===== src/rtl/extrema_window_reader_pkg.sv =====
// Shared constants and types for the extremum window reader.
package extrema_window_reader_pkg;

  // Default sample/position width and window output width.
  localparam int unsigned EWR_DW = 16;
  localparam int unsigned EWR_OW = 20;

  // One extremum as pushed by the detector.
  typedef struct packed {
    logic [EWR_DW-1:0] value;     // signed two's complement
    logic [EWR_DW-1:0] position;  // raw sample counter
  } ext_pair_t;

  // Window state: FILL while fewer than three points are stored.
  typedef enum logic {
    ST_FILL  = 1'b0,
    ST_VALID = 1'b1
  } win_state_e;

endpackage : extrema_window_reader_pkg


===== src/rtl/extrema_ring.sv =====
// Ring buffer of (value, position) pairs with three read taps at the
// post-update read pointer. A tap that lands on the slot being written this
// cycle returns the incoming pair, so the window can load on the same edge.
module extrema_ring
  import extrema_window_reader_pkg::*;
#(
  parameter int DEPTH = 8,
  parameter int AW    = 3,
  parameter int DW    = EWR_DW
) (
  input  logic                 clk_i,
  input  logic                 rst_ni,
  input  logic                 clr_i,
  input  logic                 push_i,
  input  logic                 pop_i,
  input  logic [DW-1:0]        wr_val_i,
  input  logic [DW-1:0]        wr_time_i,
  output logic [AW:0]          level_o,
  output logic [AW:0]          level_next_o,
  output logic                 full_o,
  output logic                 push_ok_o,
  output logic [2:0][DW-1:0]   tap_val_o,
  output logic [2:0][DW-1:0]   tap_time_o
);

  localparam logic [AW:0] FULL_LEVEL = (AW+1)'(DEPTH);

  logic [AW-1:0] wr_ptr_q, wr_ptr_d;
  logic [AW-1:0] rd_ptr_q, rd_ptr_d;
  logic [AW:0]   level_q, level_d;
  logic [DW-1:0] val_q  [DEPTH];
  logic [DW-1:0] time_q [DEPTH];
  logic          full;
  logic          push_ok;

  assign full    = (level_q == FULL_LEVEL);
  // A push into a full ring is still accepted when a pop frees a slot.
  assign push_ok = push_i & (~full | pop_i);

  // Next pointers and fill level.
  always_comb begin
    wr_ptr_d = wr_ptr_q;
    rd_ptr_d = rd_ptr_q;
    level_d  = level_q;
    if (push_ok) wr_ptr_d = wr_ptr_q + AW'(1);
    if (pop_i)   rd_ptr_d = rd_ptr_q + AW'(1);
    case ({push_ok, pop_i})
      2'b10:   level_d = level_q + (AW+1)'(1);
      2'b01:   level_d = level_q - (AW+1)'(1);
      default: level_d = level_q;
    endcase
  end

  // Pointer, level and storage registers; clear wipes stored data too.
  always_ff @(posedge clk_i or negedge rst_ni) begin
    if (!rst_ni) begin
      wr_ptr_q <= '0;
      rd_ptr_q <= '0;
      level_q  <= '0;
      for (int i = 0; i < DEPTH; i++) begin
        val_q[i]  <= '0;
        time_q[i] <= '0;
      end
    end else if (clr_i) begin
      wr_ptr_q <= '0;
      rd_ptr_q <= '0;
      level_q  <= '0;
      for (int i = 0; i < DEPTH; i++) begin
        val_q[i]  <= '0;
        time_q[i] <= '0;
      end
    end else begin
      wr_ptr_q <= wr_ptr_d;
      rd_ptr_q <= rd_ptr_d;
      level_q  <= level_d;
      if (push_ok) begin
        val_q[wr_ptr_q]  <= wr_val_i;
        time_q[wr_ptr_q] <= wr_time_i;
      end
    end
  end

  // Read taps at rd_ptr_d + 0/1/2 with bypass of the pair written this cycle.
  for (genvar gi = 0; gi < 3; gi++) begin : g_tap
    logic [AW-1:0] addr;
    logic          hit;
    assign addr = rd_ptr_d + AW'(gi);
    assign hit  = push_ok && (addr == wr_ptr_q);
    assign tap_val_o[gi]  = hit ? wr_val_i  : val_q[addr];
    assign tap_time_o[gi] = hit ? wr_time_i : time_q[addr];
  end

  assign level_o      = level_q;
  assign level_next_o = level_d;
  assign full_o       = full;
  assign push_ok_o    = push_ok;

endmodule : extrema_ring


===== src/rtl/extrema_window_reader.sv =====
// Sliding 3-point extremum window for the spline interpolator. Extrema are
// buffered in a ring; each segment-done pulse drops the oldest point.
module extrema_window_reader
  import extrema_window_reader_pkg::*;
#(
  parameter int DEPTH = 8,
  parameter int AW    = 3,
  parameter int DW    = EWR_DW,
  parameter int OW    = EWR_OW
) (
  input  logic          CLK,
  input  logic          RSTn,
  input  logic          start,
  input  logic          wr_en,
  input  logic [DW-1:0] wr_val,
  input  logic [DW-1:0] wr_time,
  input  logic          adv,
  output logic          win_valid,
  output logic [OW-1:0] M1,
  output logic [OW-1:0] M2,
  output logic [OW-1:0] M3,
  output logic [OW-1:0] P1,
  output logic [OW-1:0] P2,
  output logic [OW-1:0] P3,
  output logic [4:0]    win_idx,
  output logic [AW:0]   level,
  output logic          full,
  output logic          overflow
);

  localparam logic [AW:0] MIN_WINDOW = (AW+1)'(3);

  win_state_e          state_q, state_d;
  logic [4:0]          win_idx_q, win_idx_d;
  logic                overflow_q, overflow_d;
  logic                pop;
  logic                load;
  logic                push_ok;
  logic [AW:0]         level_next;
  logic [2:0][DW-1:0]  tap_val;
  logic [2:0][DW-1:0]  tap_time;

  // A pop is only meaningful while a window is being presented.
  assign pop = adv & (state_q == ST_VALID);

  extrema_ring #(
    .DEPTH (DEPTH),
    .AW    (AW),
    .DW    (DW)
  ) u_ring (
    .clk_i        (CLK),
    .rst_ni       (RSTn),
    .clr_i        (start),
    .push_i       (wr_en),
    .pop_i        (pop),
    .wr_val_i     (wr_val),
    .wr_time_i    (wr_time),
    .level_o      (level),
    .level_next_o (level_next),
    .full_o       (full),
    .push_ok_o    (push_ok),
    .tap_val_o    (tap_val),
    .tap_time_o   (tap_time)
  );

  // Window FSM next state, window reload strobe, counters.
  always_comb begin
    state_d    = state_q;
    load       = 1'b0;
    win_idx_d  = win_idx_q;
    overflow_d = overflow_q | (wr_en & ~push_ok);
    case (state_q)
      ST_FILL: begin
        if (level_next >= MIN_WINDOW) begin
          state_d = ST_VALID;
          load    = 1'b1;
        end
      end
      ST_VALID: begin
        if (pop) begin
          win_idx_d = win_idx_q + 5'd1;
          if (level_next >= MIN_WINDOW) load = 1'b1;
          else                          state_d = ST_FILL;
        end
      end
      default: state_d = ST_FILL;
    endcase
  end

  // State, segment counter and sticky overflow; start beats push/pop.
  always_ff @(posedge CLK or negedge RSTn) begin
    if (!RSTn) begin
      state_q    <= ST_FILL;
      win_idx_q  <= '0;
      overflow_q <= 1'b0;
    end else if (start) begin
      state_q    <= ST_FILL;
      win_idx_q  <= '0;
      overflow_q <= 1'b0;
    end else begin
      state_q    <= state_d;
      win_idx_q  <= win_idx_d;
      overflow_q <= overflow_d;
    end
  end

  // Window registers, one (M, P) pair per tap, held between reloads.
  for (genvar gi = 0; gi < 3; gi++) begin : g_win
    logic [OW-1:0] m_q;
    logic [OW-1:0] p_q;

    // Load sign-extended value and zero-extended position on reload.
    always_ff @(posedge CLK or negedge RSTn) begin
      if (!RSTn) begin
        m_q <= '0;
        p_q <= '0;
      end else if (start) begin
        m_q <= '0;
        p_q <= '0;
      end else if (load) begin
        m_q <= {{(OW-DW){tap_val[gi][DW-1]}}, tap_val[gi]};
        p_q <= {{(OW-DW){1'b0}}, tap_time[gi]};
      end
    end
  end

  assign M1        = g_win[0].m_q;
  assign M2        = g_win[1].m_q;
  assign M3        = g_win[2].m_q;
  assign P1        = g_win[0].p_q;
  assign P2        = g_win[1].p_q;
  assign P3        = g_win[2].p_q;
  assign win_valid = (state_q == ST_VALID);
  assign win_idx   = win_idx_q;
  assign overflow  = overflow_q;

endmodule : extrema_window_reader


===== config.mk =====
export PLATFORM = sky130hd
export DESIGN_NAME = extrema_window_reader
export DESIGN_NICKNAME = d
export VERILOG_FILES = /design/src/rtl/extrema_window_reader_pkg.sv /design/src/rtl/extrema_ring.sv /design/src/rtl/extrema_window_reader.sv
export SDC_FILE = /design/constraint.sdc
export NUM_CORES = 1
export LEC_CHECK = 0
export ABC_AREA = 0
export CAP_MARGIN = 5
export CORE_ASPECT_RATIO = 0.8
export CORE_MARGIN = 2
export CORE_UTILIZATION = 54
export DETAILED_ROUTE_END_ITERATION = 7
export PLACE_DENSITY = 0.73
export SYNTH_ARGS = -nofsm -noshare
export SYNTH_HDL_FRONTEND = slang
export SYNTH_SLANG_ARGS = --single-unit

===== constraint.sdc =====
create_clock -name CLK -period 9.8 [get_ports CLK]
set_input_delay 1.96 -clock CLK [delete_from_list [all_inputs] [get_ports CLK]]
set_output_delay 1.96 -clock CLK [all_outputs]
set_load 0.01 [all_outputs]

==> impl_metrics.json <==
{
  "cts_tree": "done",
  "power_density_mw_per_mm2": 233,
  "worstMarginPinSlew_ns": 1.25,
  "final_cells": 2787,
  "ys_ff_latch": 369,
  "max_stage_delay_ns": 0.57,
  "synth_cell_types": 44,
  "synth_fa_ha_area_share_pct": 0.426,
  "grt_pass1_wl_um": 106000,
  "finalCritPeriodShare_pct": 62.3,
  "seq_area_frac_synth_pct": 44.9,
  "clock_latency_ns": 0.56,
  "synth-compound-area-share_pct": 16.0,
  "fin_worst_skew_ns": 0.0283,
  "placed_cell_area_sq_mm": 0.0220,
  "fp.dieH_um": 179,
  "yosys.area_share.xor_xnor_pct": 0.986,
  "cp_cell_sequence": "clkdlybuf4s50_1 > nand2_1 > a21boi_2 > clkinv_1 > ha_1 > xor2_1 > ha_1 > a21oi_1 > mux2i_1 > xnor2_1 > a32oi_4 > buf_12 > nand2b_1 > buf_4 > o32ai_1",
  "yosysWarningCount": 0,
  "syn2layout_area_growth_pct": 13.3,
  "die_area_sq_mm": 0.0397,
  "wl_per_cell_um": 24.7,
  "cts_buffers": 39,
  "p_clk_share_pct": 27.2,
  "viasPerCell": 6.66,
  "rows": 63,
  "hold_depth": 2,
  "synthFlopType": "dfrtp_1",
  "h-tree-depth": 2,
  "fin_util_pct": 62.5,
  "path_clk_slew_ns": 0.06,
  "avgSynthCellArea_sq_um": 8.98,
  "synth.area.mux_share_pct": 13.4,
  "internal_power_uw": 3440,
  "hold_path_class": "register to register",
  "place.gp.congestion": 0.825,
  "vias": 18600,
  "die_x_um": 222,
  "cts_resized": 0,
  "clock.fmax_mhz": 164,
  "drt_first_pass_iters": 6,
  "cts_hold_buf": 0,
  "grt_overflow": 0,
  "grt_max_degree": 162,
  "drive_gt1_share_pct": 8.22,
  "crit_arrival_ns": 6.54,
  "rsz0062_at_grt": "false",
  "crit_path_start_kind": "primary input",
  "setup_violations": 0,
  "core_area_sq_mm": 0.0373,
  "whs_ns": 0.521,
  "dp_hpwl_um": 36300,
  "worst_ir_drop_vdd_v": 0.000220,
  "crit_path_end_kind": "register",
  "outcome": "finished, final reports clean",
  "final_common_cell": "nand2_1",
  "crit_type": "primary input to register",
  "hold_viol": 0,
  "fin_tns_setup_ns": 0,
  "grt_usage_pct": 34.8,
  "final_cell_mix": "nand2_1 (654), dfrtp_1 (369), a21oi_1 (264)",
  "slew_headroom_pct": 16.6,
  "clk_path_buf_depth": 3,
  "finalWirelength_um": 68900,
  "root_buffer": "clkbuf_16",
  "placed_cells": 2723,
  "synth_edf_count": 0,
  "swShare_pct": 36.8,
  "stdcell_area_sq_mm": 0.0233,
  "nets": 2321,
  "ant_nets": 0,
  "start_util_pct": 55.1,
  "syn-instance-count": 2289,
  "required_ns": 10.24,
  "p_leak_uw": 0.00897,
  "cp_common_cell": "ha_1",
  "io_buffers": 156,
  "maxSlewViolCount": 0,
  "ff2ff_path_depth": 14,
  "drt_iter0_markers": 2825,
  "cts_setup_buffers": 0,
  "synth_top_family_by_area": "simple AND/OR/NAND/NOR gates",
  "slowest_stage": "clkdlybuf4s50_1",
  "seq_power_share_pct": 34.7,
  "p_switching_uw": 2000,
  "p_comb_share_pct": 38.1,
  "async_reset_ff_share_pct": 100,
  "antenna_cells": 0,
  "first_global_vias": 18200,
  "remaining_drc_errors": 0,
  "antenna_found_initial": 0,
  "synthesis.area_sq_mm": 0.0206,
  "io_pins": 169,
  "worstPathMaxFanout": 161,
  "synth-simple-area-share_pct": 18.6,
  "maxCapViolCount": 0,
  "cts.sinks": 369,
  "period_needed_ns": 6.10
}
[flip-flops by register name, summed over array words and instances, names as in the netlist]
| name | cells |
|---|---|
| M1 | 16 |
| M2 | 16 |
| M3 | 16 |
| P1 | 16 |
| P2 | 16 |
| P3 | 16 |
| overflow | 1 |
| u_ring.level_o | 4 |
| u_ring.rd_ptr_q | 3 |
| u_ring.time_q | 128 |
| u_ring.val_q | 128 |
| u_ring.wr_ptr_q | 3 |
| win_idx | 5 |
| win_valid | 1 |
[path summary, 6_finish.rpt]
path / slack [ns] / end / startpoint
worst max-delay path: 3.70 / P2[4] / adv
worst min-delay path: 0.52 / overflow / overflow
worst max register to register: 5.14 / P2[4] / win_valid
worst min register to register: 0.52 / overflow / overflow
max in group asynchronous: 6.71 / u_ring.time_q[39] / RSTn
min in group asynchronous: 1.55 / u_ring.level_o[3] / RSTn
[area by class of cell]
class                      count  area, sq um
clock buffer                  52         1120
clock inverter                12          125
fill                        3123        14000
inverter                       8         35.0
multi-input combinational   1668        10300
sequential                   369         9230
tap                          487          609
timing repair buffer         191         1850
[worst max-delay path, delay by kind of cell]
kind	cells	cell delay [ns]
AOI/OAI and AO/OA	4	1.19
xor gates and xnor gates	2	0.35
adders and majority gates	2	0.60
buffers and inverters	4	1.83
muxes	1	0.24
and+or+nand+nor	2	0.26
[stage by stage]
stage               setup WS (ns)  total power, uW
global placement             3.30             3910
CTS                          3.69             5410
global route                 3.27             5660
detailed placement           3.13             3950
floorplan                    5.00             3160
finish                       3.70             5440
[routing by layer]
metal | vias to the layer above | track usage, % | wire (um)
met5 | - | 0 | 0
met4 | 0 | 14.1 | 2450
met3 | 202 | 8.96 | 8370
met2 | 1278 | 52.9 | 30600
met1 | 9145 | 47.8 | 27500
li1 | 7944 | - | -
[synth_stat cells, drive strengths merged, types with 5 or more instances]
cell / count / area share (%)
xnor2: 9 / 0.38
a22oi: 128 / 4.7
a311oi: 64 / 2.7
clkbuf: 181 / 3.3
xor2: 9 / 0.38
ha: 7 / 0.43
dfrtp: 369 / 45
buf: 74 / 2.2
nor3: 5 / 0.15
nand4: 6 / 0.18
nand2: 655 / 12
o32ai: 36 / 1.7
nor2: 116 / 2.1
mux4: 64 / 7.0
and3: 34 / 1.0
nand2b: 37 / 1.1
inv: 6 / 0.11
mux2i: 132 / 6.4
a21oi: 264 / 6.4
nand3: 68 / 1.7
[kinds of logic after synthesis]
| group | after synthesis |
|---|---|
| and+or+nand+nor | 931 |
| AOI/OAI and AO/OA | 502 |
| DFF | 369 |
| buffers and inverters | 263 |
| muxes | 196 |
| xor gates and xnor gates | 20 |
| adders and majority gates | 7 |
| other | 1 |
[power groups by stage]
stage / clock network (uW) / logic, uW / registers, uW
floorplan: 0 / 1230 / 1920
global placement: 0 / 2010 / 1900
detailed placement: 0 / 2040 / 1910
CTS: 1480 / 2050 / 1880
global route: 1550 / 2210 / 1910
finish: 1480 / 2070 / 1890
No activity file was read; power rests on OpenSTA's default activity.
